$ cat src/rtl/loader_pkg.sv
// Shared types and constants for the instruction-memory image loader.
// Frame: CNT_LO, CNT_HI, N x {WORD_LO, WORD_HI}, CHK.
package loader_pkg;

  localparam int LD_D = 12;
  localparam int LD_W = 9;

  localparam logic [7:0] CNT_HI_MASK = 8'hF0;
  localparam logic [7:0] WHI_MASK    = 8'hFE;

  typedef enum logic [2:0] {
    HDR_LO,
    HDR_HI,
    WORD_LO,
    WORD_HI,
    CHK,
    DONE,
    ERR
  } ld_state_t;

endpackage

$ cat src/rtl/imem_word_pack.sv
// Latches the low byte of a word and issues the registered
// one-cycle instruction-memory write strobe.
module imem_word_pack
  import loader_pkg::*;
#(
  parameter int D = LD_D,
  parameter int W = LD_W
) (
  input  logic         clk,
  input  logic         rst_n,
  input  logic         lo_we_i,
  input  logic         hi_we_i,
  input  logic [7:0]   byte_i,
  input  logic [D-1:0] addr_i,
  output logic         wr_en_o,
  output logic [D-1:0] wr_addr_o,
  output logic [W-1:0] wr_data_o
);

  logic [7:0]   lo_q;
  logic         en_q;
  logic [D-1:0] addr_q;
  logic [W-1:0] data_q;

  always_ff @(posedge clk or negedge rst_n) begin
    if (!rst_n) begin
      lo_q   <= '0;
      en_q   <= 1'b0;
      addr_q <= '0;
      data_q <= '0;
    end else begin
      en_q <= hi_we_i;
      if (lo_we_i) lo_q <= byte_i;
      // address is held between strobes
      if (hi_we_i) begin
        addr_q <= addr_i;
        data_q <= W'({byte_i[0], lo_q});
      end
    end
  end

  assign wr_en_o   = en_q;
  assign wr_addr_o = addr_q;
  assign wr_data_o = data_q;

endmodule

$ cat src/rtl/imem_loader.sv
// Host byte-stream loader for the instruction memory; holds the
// core in reset until a frame has loaded with a matching checksum.
module imem_loader
  import loader_pkg::*;
#(
  parameter int D = LD_D,
  parameter int W = LD_W
) (
  input  logic         clk,
  input  logic         reset,
  input  logic         in_valid,
  input  logic [7:0]   in_data,
  output logic         in_ready,
  input  logic         restart,
  output logic         wr_en,
  output logic [D-1:0] wr_addr,
  output logic [W-1:0] wr_data,
  output logic         cpu_hold,
  output logic         load_done,
  output logic         load_err
);

  localparam logic [12:0] NMAX = 13'(1 << D);

  ld_state_t    state_q, state_d;
  logic [11:0]  rem_q, rem_d;
  logic [D-1:0] idx_q, idx_d;
  logic [7:0]   chk_q, chk_d;
  logic         acc, lo_we, hi_we;
  logic [11:0]  n_w;

  assign acc = in_valid & in_ready;
  // CNT_LO sits in rem_q while CNT_HI is being received
  assign n_w = {in_data[3:0], rem_q[7:0]};

  always_ff @(posedge clk or negedge reset) begin
    if (!reset) begin
      state_q <= HDR_LO;
      rem_q   <= '0;
      idx_q   <= '0;
      chk_q   <= '0;
    end else begin
      state_q <= state_d;
      rem_q   <= rem_d;
      idx_q   <= idx_d;
      chk_q   <= chk_d;
    end
  end

  always_comb begin
    state_d = state_q;
    rem_d   = rem_q;
    idx_d   = idx_q;
    chk_d   = chk_q;
    lo_we   = 1'b0;
    hi_we   = 1'b0;
    if (acc && state_q != CHK) chk_d = chk_q ^ in_data;
    unique case (state_q)
      HDR_LO: if (acc) begin
        rem_d   = {4'h0, in_data};
        state_d = HDR_HI;
      end
      HDR_HI: if (acc) begin
        rem_d = n_w;
        if ((in_data & CNT_HI_MASK) != 8'h00 ||
            {1'b0, n_w} > NMAX) state_d = ERR;
        else if (n_w == 12'd0) state_d = CHK;
        else state_d = WORD_LO;
      end
      WORD_LO: if (acc) begin
        lo_we   = 1'b1;
        state_d = WORD_HI;
      end
      WORD_HI: if (acc) begin
        if ((in_data & WHI_MASK) != 8'h00) begin
          state_d = ERR;
        end else begin
          hi_we   = 1'b1;
          idx_d   = idx_q + {{(D-1){1'b0}}, 1'b1};
          rem_d   = rem_q - 12'd1;
          state_d = (rem_q == 12'd1) ? CHK : WORD_LO;
        end
      end
      CHK: if (acc) begin
        state_d = (in_data == chk_q) ? DONE : ERR;
      end
      DONE, ERR: if (restart) begin
        state_d = HDR_LO;
        rem_d   = '0;
        idx_d   = '0;
        chk_d   = '0;
      end
      default: state_d = HDR_LO;
    endcase
  end

  assign in_ready  = (state_q != DONE) && (state_q != ERR);
  assign cpu_hold  = (state_q != DONE);
  assign load_done = (state_q == DONE);
  assign load_err  = (state_q == ERR);

  imem_word_pack #(
    .D(D),
    .W(W)
  ) u_pack (
    .clk      (clk),
    .rst_n    (reset),
    .lo_we_i  (lo_we),
    .hi_we_i  (hi_we),
    .byte_i   (in_data),
    .addr_i   (idx_q),
    .wr_en_o  (wr_en),
    .wr_addr_o(wr_addr),
    .wr_data_o(wr_data)
  );

endmodule

$ cat config.mk
export PLATFORM = sky130hd
export DESIGN_NAME = imem_loader
export DESIGN_NICKNAME = d
export VERILOG_FILES = /design/src/rtl/loader_pkg.sv /design/src/rtl/imem_word_pack.sv /design/src/rtl/imem_loader.sv
export SDC_FILE = /design/constraint.sdc
export NUM_CORES = 1
export LEC_CHECK = 0
export BUFFER_PORTS_ARGS = -buffer_cell sky130_fd_sc_hd__buf_2
export CAP_MARGIN = 10
export CORE_MARGIN = 2
export CORE_UTILIZATION = 35
export DETAILED_ROUTE_END_ITERATION = 10
export PLACE_DENSITY = 0.54
export SYNTH_ARGS = -nofsm -noshare
export SYNTH_HDL_FRONTEND = slang
export SYNTH_SLANG_ARGS = --single-unit
$ cat constraint.sdc
create_clock -name clk -period 4.37 [get_ports clk]
set_input_delay 0.2185 -clock clk [delete_from_list [all_inputs] [get_ports clk]]
set_output_delay 0.2185 -clock clk [all_outputs]
set_load 0.01 [all_outputs]
* Yosys cells after proc, flatten, opt, wreduce, memory -nomap -nowiden
Index checks and enable logic that the tools add are counted.
** Cells by class
- Add/subtract/negate cells :: 2
- Magnitude comparators :: 1
- Equal/unequal tests :: 18
- Muxes and demuxes :: 29
- Bitwise logic cells :: 3
- Reduce and logical (&&, ||, !) cells :: 15
** Operators by type and width (number)
- two-way mux 12 bit :: 7
- one-hot mux 12 bit (4 select lines) :: 1
- two-way mux 3 bit :: 10
- two-way mux 8 bit :: 3
- one-hot mux 12 bit (2 select lines) :: 1
- one-hot mux 3 bit (6 select lines) :: 1
- AND reduction 6 bit :: 3
- nonzero test 8 bit :: 2
- inequality test 2 bit, second input constant :: 7
- greater-than comparator 12 x 13 -> 1 bit, second input constant :: 1
- adder 12 x 1 -> 12 bit, second input constant :: 1
- == test 12 x 1 -> 1 bit, second input constant :: 1
- zero test 12 bit :: 1
- subtractor 12 x 1 -> 12 bit, second input constant :: 1
- == test 3 bit, second input constant :: 3
- inequality test 3 bit, second input constant :: 3
- == test 8 bit :: 1
- XOR 8 bit :: 1
- == test 3 x 2 -> 1 bit, second input constant :: 2
- two-way mux 1 bit :: 5
- AND reduction 4 bit :: 1
- nonzero test 4 bit :: 1
- == test 3 x 1 -> 1 bit, second input constant :: 1
- zero test 3 bit :: 1
- other kinds (8) :: 9
** Storage, ports and cells
- Bits in registers :: 65
- Input bits :: 12
- Output and inout bits :: 26
- Logic and storage cells :: 77

* Logic depth before layout (Yosys ltp)
Gate-level depths: netlist of run 1.
- Word-level depth :: 7
- Mapped depth :: 8
- Mapped depth without buffers :: 6

* Cells and area by module
From an unflattened synthesis of run 1, not the netlist that was laid out.
** Unflattened totals
- Cell total of the unflattened synthesis :: 312
- Area, all modules :: 3365.7 um2
** Modules (own cells, without submodules)
- imem_loader :: instances 1, cells an instance 250, area each 2185.8 um2, seq. area each 875.8 um2
- imem_word_pack :: instances 1, cells an instance 62, area each 1179.9 um2, seq. area each 750.7 um2

* Worst setup path after synthesis of run 1
No wires, ideal clock.
- Path kind :: reg-to-reg
- From :: register state_q[2]
- To :: register idx_q[11]
- Library setup time :: 78 ps
- Data arrival time :: 1667 ps
- Required time :: 4292 ps
- Slack :: 2625 ps
- Cell stages (with the launch flop) :: 7
- Buffers on the path :: 2
- Clock period less this slack :: 1745 ps
- Path through :: dfrtp_1 -> clkbuf_1 -> and4b_1 -> nand4_4 -> buf_6 -> or4_1 -> a21oi_1
** Between the ends
- Longest elaborated chain between the ends :: 5
- Elaborated cells on any way between the ends :: 14
- Those cells by class :: eq/ne (8); mux (1); bitwise (1); reduce/logical (4)
** RTL lines
- start, declared :: RTL line imem_loader.sv:25 : ld_state_t state_q, state_d;
- start signal, assigned :: RTL line imem_loader.sv:43 : state_q <= state_d;
- inequality test 3 bit :: RTL line imem_loader.sv:97 : assign in_ready = (state_q != DONE) && (state_q != ERR);
- logical AND 1 bit :: RTL line imem_loader.sv:97
- bitwise AND 1 bit :: RTL line imem_loader.sv:32 : assign acc = in_valid & in_ready;
- inequality test 2 bit (no line)
- AND reduction 4 bit (no line)
- end signal, assigned :: RTL line imem_loader.sv:45 : idx_q <= idx_d;
- end, declared :: RTL line imem_loader.sv:27 : logic [D-1:0] idx_q, idx_d;
Parallel ways exist; a longest one is shown, timed or not.
A chain may end at the register's enable or synchronous reset.

* Worst setup path after layout of run 1
- From :: register state_q[0]
- To :: register rem_q[0]
** Between the ends
- Longest elaborated chain between the ends :: 5
- Elaborated cells on any way between the ends :: 18
- Those cells by class :: eq/ne (10); mux (1); bitwise (2); reduce/logical (5)
** RTL lines
- inequality test 3 bit :: RTL line imem_loader.sv:97
- logical AND 1 bit :: RTL line imem_loader.sv:97
- bitwise AND 1 bit :: RTL line imem_loader.sv:32
- inequality test 2 bit (no line)
- AND reduction 6 bit (no line)
- end signal, assigned :: RTL line imem_loader.sv:44 : rem_q <= rem_d;
- end, declared :: RTL line imem_loader.sv:26 : logic [11:0] rem_q, rem_d;
Parallel ways exist; a longest one is shown, timed or not.

==> results by group, run 1 <==
CTS
  • H-tree Lvls: 3
  • Cts repair resizes: 0
  • Total CTS buffers: 9
  • Clock buffer depth: 2
  • Worst-path clk slew: 0.08 ns
  • Clk Latency, worst-skew pair: 0.35 ns
  • CTS tree: built
  • CTS Root Cell: clkbuf_8
  • # clock sinks: 65

Logic synthesis
  • Share of the synthesized area in the top cell type: 47.2%
  • Yosys cell types: 57
  • Register bit total from synthesis: 65
  • Total number of yosys warnings: 0
  • Ys flop type: dfrtp_1
  • Number of synthesized flops with an enable pin: 0
  • Mean Syn Cell Area: 9.36 sq um
  • Post-Syn Nets: 384
  • Most instantiated cells after synthesis: 73 x nand2_1, 65 x dfrtp_1, 20 x a21oi_1, 20 x nor2_1, 16 x nand3_1
  • Seq/Total Area, Yosys: 47.2%
  • Synth top area cells: dfrtp_1 47%, nand2_1 8.0%, a21oi_1 2.9%, mux2_2 2.6%, xor2_1 2.5%
  • Post-synth top area cell: dfrtp_1
  • Syn Std Cell Area: 3450 sq um
  • Count leader, synth: nand2_1
  • Post-synth ARST share: 100%
  • Cells after Synth: 368

Global routing
  • Number of global-route vias before repair: 2,632
  • Gr usage total: 17.2%
  • Initial antenna violation count: 0
  • Overflow after GRT: 0
  • Largest net degree at the start of global routing: 38
  • First-pass GRT wire length: 13,900 microns

Floorplanning
  • Count of standard-cell rows: 36
  • Floorplan core area: 9680 sq um
  • Die footprint: 10,700 sq um
  • Die W: 103 microns
  • Initial Util: 35.6%
  • IO Pins: 38
  • Overall die height: 103 microns

Detailed routing
  • Vias/cell: 5.25
  • Routed WL: 8570 microns
  • DRC viols: 0
  • WL per Instance: 15.9 microns
  • DR iter-0 viols: 133
  • Via count: 2,829
  • Detailed Routing Iterations Pass 1: 4
  • Final ANT Viol Nets: 0

Worst setup path
  • Critical path peak fanout: 28
  • CP peak stage delay: 0.58 ns
  • Slowest-stage cell, CP: dfrtp_1
  • Worst Setup End Kind: register
  • Reg2Reg Capture Point: rem_q[0]$_DFFE_PN0P_
  • R2R Setup Slk: 1.94 ns
  • Crit path required time: 4.64 ns
  • Worst Setup Start Kind: register
  • Kind of critical path: reg -> reg
  • Critical Path AT: 2.70 ns
  • CP Cell Sequence: and4b_1, nand3_2, buf_4, inv_1, nor2_1, mux2i_1
  • R2R cell count: 6
  • Worst r2r src: state_q[0]$_DFFE_PN0P_

Place
  • PortBufs: 37
  • Placer Congestion: 0.844
  • HPWL Detailed: 5990 microns
  • Placement Cell Area: 3730 sq um

Timing
  • Clock Skews: 0.00851 ns
  • Final Cycle Share: 55.6%
  • Fin Setup TNS: 0 ns
  • Unrepaired setup endpoints after global routing: false
  • Min Hold Slack: 0.182 ns
  • Final hold vios: 0
  • Setup violations, final: 0
  • Tightest Pin Transition: 0.873 ns
  • Relative slew slack: 41.3%
  • Fmax: 0.412 GHz
  • Post-layout minimum cycle time: 2.43 ns
  • Max Slew Vio Count: 0

Pwr
  • Total leakage power: 1.82 nW
  • PD cells: 563 nW/um^2
  • Peak supply drop: 0.208 mV

Cells and area
  • Area occupied by multi-input gates: 1690 sq um
  • Layout fillers: 972
  • Syn-to-layout area delta: 15.3%
  • Share of cells above drive strength 1: 17.7%
  • Final #Nets: 417
  • Post-route cell area: 3970 sq um
  • N_diodes: 0
  • Register Area: 1630 sq um
  • Post-layout util: 41.0%

Hold path
  • Hold depth: 3
  • Hold path start: in_data[0]
  • Hold Path End: u_pack.wr_data_o[8]$_DFFE_PN0P_
  • Hold WC Path Type: in -> reg

Flow run
  • Maxcap violations: 0

Status
  • Status: finished clean
==> worst max-delay path by stage <==
stage | from | endpoint | slack (ns) | cells after the start
floorplan | state_q[2]$_DFFE_PN0P_ | idx_q[11]$_DFFE_PN0P_ | 2.63 | 6
CTS | state_q[0]$_DFFE_PN0P_ | rem_q[1]$_DFFE_PN0P_ | 1.97 | 6
global placement | state_q[0]$_DFFE_PN0P_ | rem_q[1]$_DFFE_PN0P_ | 2.03 | 6
detailed placement | state_q[0]$_DFFE_PN0P_ | rem_q[1]$_DFFE_PN0P_ | 1.98 | 6
finish | state_q[0]$_DFFE_PN0P_ | rem_q[0]$_DFFE_PN0P_ | 1.94 | 6
global route | state_q[2]$_DFFE_PN0P_ | rem_q[0]$_DFFE_PN0P_ | 1.76 | 6
==> sequential cells by signal (all words and copies together), names as in the netlist <==
signal,cells
chk_q,8
idx_q,12
rem_q,12
state_q,3
u_pack.lo_q,8
u_pack.wr_addr_o,12
u_pack.wr_data_o,9
u_pack.wr_en_o,1
==> cells by family after synthesis <==
group | share of synthesized area (%)
compound gates | 15.9
xor+xnor | 4.83
fa+ha+maj | 1.45
buf+inv | 3.89
flops | 47.2
mux | 3.20
simple gates | 23.5
==> critical path, delay by kind of cell, from the launching register on <==
kind | cells | cell delay (ns)
and+or+nand+nor | 3 | 1.01
DFF | 1 | 0.58
buffers and inverters | 2 | 0.49
muxes | 1 | 0.25
==> area by class of cell <==
| cell class | count | share of cell area (%) |
|---|---|---|
| Inverter | 13 | 1.23 |
| Multi-Input combinational cell | 271 | 42.4 |
| Sequential cell | 65 | 40.9 |
| Timing Repair Buffer | 41 | 5.48 |
| Clock buffer | 10 | 3.46 |
| Clock inverter | 6 | 2.27 |
| Tap cell | 133 | 4.19 |
==> timing repair <==
action	CTS	global route
endpoints found under the hold margin	28	0
hold buffers	1	0
setup buffers	0	0
==> where the power goes <==
group	total, W	internal (W)	switching (W)
Combinational	0.000738	0.000311	0.000427
Clock	0.000591	0.000339	0.000253
Sequential	0.000908	0.000746	0.000162
==> routing by layer <==
metal	global-route usage, %	vias to the layer above	part of all wire [%]
met5	0	-	0
met4	6.88	0	2.5
met2	26.2	58	47
li1	-	1380	-
met1	23.8	1375	47
met3	3.76	16	4.1
==> placed cells by master (no fill, tap or decap), drive strengths merged, types with 2 or more instances in the layout <==
| cell type | netlist | final |
|---|---|---|
| nor4 | 3 | 3 |
| nor2 | 20 | 20 |
| nor2b | 2 | 2 |
| a21oi | 20 | 20 |
| mux2 | 8 | 8 |
| nand4 | 9 | 9 |
| nand3b | 2 | 2 |
| o21ai | 7 | 7 |
| o22ai | 6 | 6 |
| a21o | 3 | 3 |
| ha | 4 | 4 |
| mux2i | 2 | 2 |
| clkinv | 0 | 2 |
| dfrtp | 65 | 65 |
| o21bai | 2 | 2 |
| nand3 | 17 | 17 |
| clkbuf | 11 | 10 |
| or4 | 8 | 8 |
| nor3 | 6 | 6 |
| nor3b | 2 | 2 |
| and2 | 6 | 6 |
| a22oi | 8 | 8 |
| and4b | 2 | 2 |
| inv | 13 | 14 |
| a32oi | 2 | 2 |
| xnor2 | 9 | 9 |
| o2bb2ai | 6 | 6 |
| o31a | 2 | 2 |
| o31ai | 9 | 9 |
| and3 | 3 | 3 |
| and3b | 2 | 2 |
| buf | 8 | 40 |
| xor2 | 10 | 10 |
| bufinv | 0 | 2 |
| nand2 | 73 | 73 |
| a41oi | 3 | 3 |
==> stage by stage <==
stage / std cells / power (W) / setup slack [ns]
detailed placement: 522 / 0.00165 / 1.98
global placement: 522 / 0.00164 / 2.03
global route: 539 / 0.00239 / 1.76
finish: 539 / 0.00224 / 1.94
CTS: 539 / 0.00225 / 1.97
floorplan: 368 / 0.00146 / 2.63
Power figures use the tool's default switching activity.
==> run 2: changes to the inputs <==
==> constraint.sdc (replaced) <==
create_clock -name clk -period 2.4 [get_ports clk]
set_input_delay 0.12 -clock clk [delete_from_list [all_inputs] [get_ports clk]]
set_output_delay 0.12 -clock clk [all_outputs]
set_load 0.01 [all_outputs]
==> run 2 against run 1 <==
  * Sequential share of layout area is 0.50 points lower
  * Non-clock buffer count is 10 higher
  * Highest routed layer unchanged
  * Largest power group unchanged
  * Sequential power is 75% higher
  * Maximum frequency is 25% higher
  * Sequential cell count stayed put
  * Critical path type unchanged
==> results by group, run 2 (synthesis gave the netlist of run 1 again) <==
Global routing
  • Initial antenna violation count: 0
  • Met3 Usage GRT: 2.82%
  • First-pass GRT wire length: 13,900 microns
  • Met2 Usage GRT: 26.3%
  • Gr usage total: 16.7%
  • Number of global-route vias before repair: 2,694
  • Overflow after GRT: 0
  • GRT busiest layer: met2
  • Met1 Use GR: 23.3%
  • Largest net degree at the start of global routing: 28

Pwr
  • Peak supply drop: 0.437 mV
  • Total leakage power: 1.86 nW
  • PD cells: 1000 nW/um^2

Timing
  • Fmax: 0.514 GHz
  • Clock Skews: 0.00983 ns
  • Post-layout minimum cycle time: 1.95 ns
  • Unrepaired setup endpoints after global routing: false
  • Final Cycle Share: 81.1%
  • Tightest Pin Transition: 0.616 ns
  • Fin Setup TNS: 0 ns
  • Final hold vios: 0
  • Relative slew slack: 58.8%
  • Setup violations, final: 0
  • Max Slew Vio Count: 0
  • Min Hold Slack: 0.0802 ns

Floorplanning
  • IO Pins: 38
  • Initial Util: 35.6%
  • Count of standard-cell rows: 36
  • Floorplan core area: 9680 sq um
  • Die footprint: 10,700 sq um
  • Overall die height: 103 microns
  • Die W: 103 microns

Detailed routing
  • Routed WL: 8340 microns
  • Vias/cell: 5.29
  • Final ANT Viol Nets: 0
  • Detailed Routing Iterations Pass 1: 4
  • DR iter-0 viols: 190
  • WL per Instance: 15.2 microns
  • DRC viols: 0
  • Via count: 2,904

Cells and area
  • Final #Nets: 427
  • Commonest cells after routing, fill and taps aside: 73 x nand2_1, 65 x dfrtp_1, 37 x buf_2, 20 x nor2_1, 20 x a21oi_1
  • N_diodes: 0
  • Most common cell after layout, fill and taps aside: nand2_1
  • Post-route cell area: 4020 sq um
  • Share of cells above drive strength 1: 19.7%
  • Syn-to-layout area delta: 16.7%

Worst setup path
  • Worst Setup Start Kind: register
  • Crit path required time: 2.66 ns
  • Critical Path AT: 2.21 ns
  • Worst Setup End Kind: register
  • Reg2Reg Capture Point: rem_q[0]$_DFFE_PN0P_
  • Worst r2r src: state_q[2]$_DFFE_PN0P_
  • R2R cell count: 5
  • CP peak stage delay: 0.55 ns
  • R2R Setup Slk: 0.45 ns
  • CP Cell Sequence: and4b_1, nand3_2, inv_1, nor2_1, mux2i_1
  • Critical path peak fanout: 12
  • Slowest-stage cell, CP: nor2_1
  • Kind of critical path: reg -> reg

Hold path
  • Hold Path End: u_pack.wr_data_o[8]$_DFFE_PN0P_
  • Hold path start: in_data[0]
  • Hold WC Path Type: in -> reg
  • Hold depth: 3

CTS
  • Worst-path clk slew: 0.08 ns
  • # clock sinks: 65
  • CTS Root Cell: clkbuf_8
  • Cts repair resizes: 0
  • Total CTS buffers: 9
  • H-tree Lvls: 3
  • Clock buffer depth: 2
  • CTS tree: built
  • Clk Latency, worst-skew pair: 0.34 ns

Flow run
  • Maxcap violations: 0

Place
  • PortBufs: 37
  • Placement Cell Area: 3810 sq um
  • Placer Congestion: 0.841
  • HPWL Detailed: 5840 microns

Status
  • Status: finished clean
[run 2: cell count changes in the layout (fill, tap and decap cells not counted)]
| cell | delta |
|---|---|
| buf_4 | +10 |
| bufinv_16 | -1 |
| clkbuf_8 | -1 |
| clkinv_4 | +1 |
| inv_6 | +1 |
[run 2: stage by stage]
stage / instances / util (%) / total power, W / setup WS (ns)
CTS: 549 / 41.5 / 0.00407 / 0.428
detailed placement: 532 / 39.3 / 0.00308 / 0.443
finish: 549 / 41.5 / 0.00404 / 0.453
floorplan: 368 / - / 0.00265 / 0.655
global placement: 532 / 39.3 / 0.00308 / 0.508
global route: 549 / 41.5 / 0.00434 / 0.301
[run 2: area by class of cell]
cell class	instances	area [sq um]
clock buffers	9	124
clock inverters	7	77.6
fillers	957	5660
inverters	13	48.8
multi-input cells	271	1690
flip-flops and latches	65	1630
well taps	133	166
repair buffers	51	293
[run 2: per-layer routing]
metal | vias up | part of all wire (%)
met5 | - | 0
met4 | 0 | 1.7
met3 | 14 | 3.0
met2 | 67 | 47
met1 | 1416 | 49
li1 | 1407 | -
[run 2: power breakdown]
part           leakage [nW]  switching, W  total, W  internal [W]
logic                 0.904      0.000845   0.00148      0.000638
registers             0.856      0.000232   0.00159       0.00136
clock network         0.100      0.000478  0.000967      0.000489
total                  1.86       0.00156   0.00404       0.00249
[run 2: worst max-delay path by stage]
stage | from | depth (start not counted) | to
after floorplan | state_q[2]$_DFFE_PN0P_ | 6 | idx_q[11]$_DFFE_PN0P_
after global placement | rem_q[5]$_DFFE_PN0P_ | 4 | state_q[2]$_DFFE_PN0P_
after detailed placement | state_q[2]$_DFFE_PN0P_ | 5 | rem_q[1]$_DFFE_PN0P_
after CTS | state_q[2]$_DFFE_PN0P_ | 5 | rem_q[1]$_DFFE_PN0P_
after global routing | state_q[2]$_DFFE_PN0P_ | 5 | rem_q[1]$_DFFE_PN0P_
final | state_q[2]$_DFFE_PN0P_ | 5 | rem_q[0]$_DFFE_PN0P_
[run 2: timing repair]
item / in CTS / in global routing
hold endpoints to repair: 24 / 0
setup buffers: 0 / 0
hold buffers: 1 / 0
[run 2: critical path, delay by kind of cell (launching register included)]
kind | cells | cell delay [ns]
buf+inv | 1 | 0.18
flops | 1 | 0.49
mux | 1 | 0.24
simple gates | 3 | 0.95
==> run 3: changes to the inputs <==
==> constraint.sdc (replaced) <==
create_clock -name clk -period 1.8 [get_ports clk]
set_input_delay 0.09 -clock clk [delete_from_list [all_inputs] [get_ports clk]]
set_output_delay 0.09 -clock clk [all_outputs]
set_load 0.01 [all_outputs]
==> run 3 against run 2 <==
  * Sequential share of layout area down 2.0 points
  * Worst setup slack worse by 0.34 ns
  * Count of clock-buffer cells in the layout unchanged
  * Power up 43%
  * Clock power up 47%
  * Die area unchanged
  * Non-clock buffer count up 21
  * Core utilization up 2.2 points
  * Worst hold slack worse by 0.024 ns
  * Critical path type unchanged
  * Critical endpoint is now state_q[2]$_DFFE_PN0P_
  * Highest routed layer unchanged
==> results by group, run 3 (synthesis gave the netlist of run 1 again) <==
Detailed routing
  • WL per Instance: 15.3 microns
  • DR iter-0 viols: 187
  • Via count: 2,983
  • Final ANT Viol Nets: 0
  • Routed WL: 8740 microns
  • Detailed Routing Iterations Pass 1: 4
  • Vias/cell: 5.23
  • DRC viols: 0

Pwr
  • Peak supply drop: 0.735 mV
  • Total leakage power: 1.99 nW
  • PD cells: 1370 nW/um^2

Timing
  • Final Cycle Share: 93.5%
  • Fmax: 0.594 GHz
  • Setup violations, final: 0
  • Unrepaired setup endpoints after global routing: false
  • Post-layout minimum cycle time: 1.68 ns
  • Final hold vios: 0
  • Relative slew slack: 63.2%
  • Clock Skews: 0.0117 ns
  • Fin Setup TNS: 0 ns
  • Max Slew Vio Count: 0
  • Tightest Pin Transition: 0.548 ns

Place
  • HPWL Detailed: 6170 microns
  • PortBufs: 37
  • Placed insts: 553
  • Placer Congestion: 0.823

CTS
  • CTS tree: built
  • Total CTS buffers: 9
  • CTS Root Cell: clkbuf_8
  • Clock buffer depth: 2
  • Worst-path clk slew: 0.08 ns
  • Clk Latency, worst-skew pair: 0.35 ns
  • H-tree Lvls: 3
  • Setup bufs post-CTS: 0
  • # clock sinks: 65

Floorplanning
  • Floorplan core area: 9680 sq um
  • Count of standard-cell rows: 36
  • IO Pins: 38
  • Die W: 103 microns
  • Overall die height: 103 microns
  • Initial Util: 35.6%
  • Die footprint: 10,700 sq um

Cells and area
  • Syn-to-layout area delta: 22.8%
  • N_diodes: 0
  • Final #Nets: 448
  • Share of cells above drive strength 1: 23.8%
  • Most common cell after layout, fill and taps aside: nand2_1
  • Commonest cells after routing, fill and taps aside: 73 x nand2_1, 65 x dfrtp_1, 37 x buf_2, 32 x buf_4
  • Layout fillers: 972
  • Non-Filler Instances: 570

Flow run
  • Maxcap violations: 0

Global routing
  • Gr usage total: 17.2%
  • Overflow after GRT: 0
  • Initial antenna violation count: 0
  • Largest net degree at the start of global routing: 66
  • First-pass GRT wire length: 14,200 microns
  • Number of global-route vias before repair: 2,871

Worst setup path
  • R2R Setup Slk: 0.12 ns
  • Worst Setup Start Kind: register
  • Crit path required time: 2.06 ns
  • Critical Path AT: 1.94 ns
  • Worst Setup End Kind: register
  • Slowest-stage cell, CP: or4_4
  • Critical path peak fanout: 5
  • Kind of critical path: reg -> reg
  • CP peak stage delay: 0.56 ns
  • CP Cell Sequence: or4_4, nor3_1, buf_4, a41oi_1, o211ai_1

Status
  • Status: finished clean

Hold path
  • Hold WC Path Type: in -> reg
## run 3: cell types whose count changed in the layout (fill, tap and decap cells not counted), sizes merged
cell,previous run,this run
inv,15,16
clkinvlp,1,0
buf,50,71
clkinv,3,2
bufinv,1,2
## run 3: what timing repair did
| action | 4_1_cts | 5_1_grt |
|---|---|---|
| resized for setup | 0 | 1 |
| hold buffers | 1 | 0 |
| hold endpoints to repair | 65 | 0 |
| endpoints found under the setup margin | 0 | 2 |
## run 3: per-layer routing
| metal | wire [microns] | track usage, % | share of wire, % |
|---|---|---|---|
| met1 | 4000 | 22.7 | 46 |
| met3 | 337 | 3.56 | 3.9 |
| met2 | 4280 | 28.3 | 49 |
| met5 | 0 | 0 | 0 |
| met4 | 121 | 5.47 | 1.4 |
## run 3: stage by stage
step	setup WS [ns]	hold WS [ns]	power, W	utilization, %	area (sq um)
6_report	0.117	0.0562	0.00579	43.7	4230
5_1_grt	0.0298	0.0647	0.00619	43.7	4230
4_1_cts	0.0751	0.0392	0.00581	43.6	4230
3_5_place_dp	0.0905	0.142	0.00437	41.2	3990
3_3_place_gp	0.129	0.138	0.00434	41.2	3990
2_1_floorplan	0.0552	-0.206	0.00353	-	3450
## run 3: worst max-delay path: cells and delay by family, from the launching register on
family          cells  cell delay (ns)
simple gates        2             0.71
buf+inv             1             0.16
flops               1             0.41
compound gates      2             0.31
## run 3: worst paths after layout
kind | cells past startpoint | start | to
min reg2reg | 2 | u_pack.wr_addr_o[7]$_DFFE_PN0P_ | u_pack.wr_addr_o[7]$_DFFE_PN0P_
max in group asynchronous | 3 | reset | rem_q[10]$_DFFE_PN0P_
max | 5 | rem_q[5]$_DFFE_PN0P_ | state_q[2]$_DFFE_PN0P_
min | 3 | in_data[0] | u_pack.wr_data_o[8]$_DFFE_PN0P_
min in group asynchronous | 3 | reset | u_pack.wr_addr_o[2]$_DFFE_PN0P_
max reg2reg | 5 | rem_q[5]$_DFFE_PN0P_ | state_q[2]$_DFFE_PN0P_
## run 3: power breakdown
group	leakage, nW	internal [W]	switching, W
Sequential	0.856	0.00181	0.000276
Clock	0.115	0.000794	0.000627
Combinational	1.02	0.00106	0.00122
Total	1.99	0.00367	0.00212
## run 3: cell type report
type | count | area [sq um] | area share (%)
Sequential cell | 65 | 1630 | 38.5
Clock buffer | 9 | 124 | 2.93
Timing Repair Buffer | 72 | 475 | 11.2
Clock inverter | 7 | 100 | 2.37
Tap cell | 133 | 166 | 3.93
Inverter | 13 | 48.8 | 1.15
Multi-Input combinational cell | 271 | 1690 | 39.9
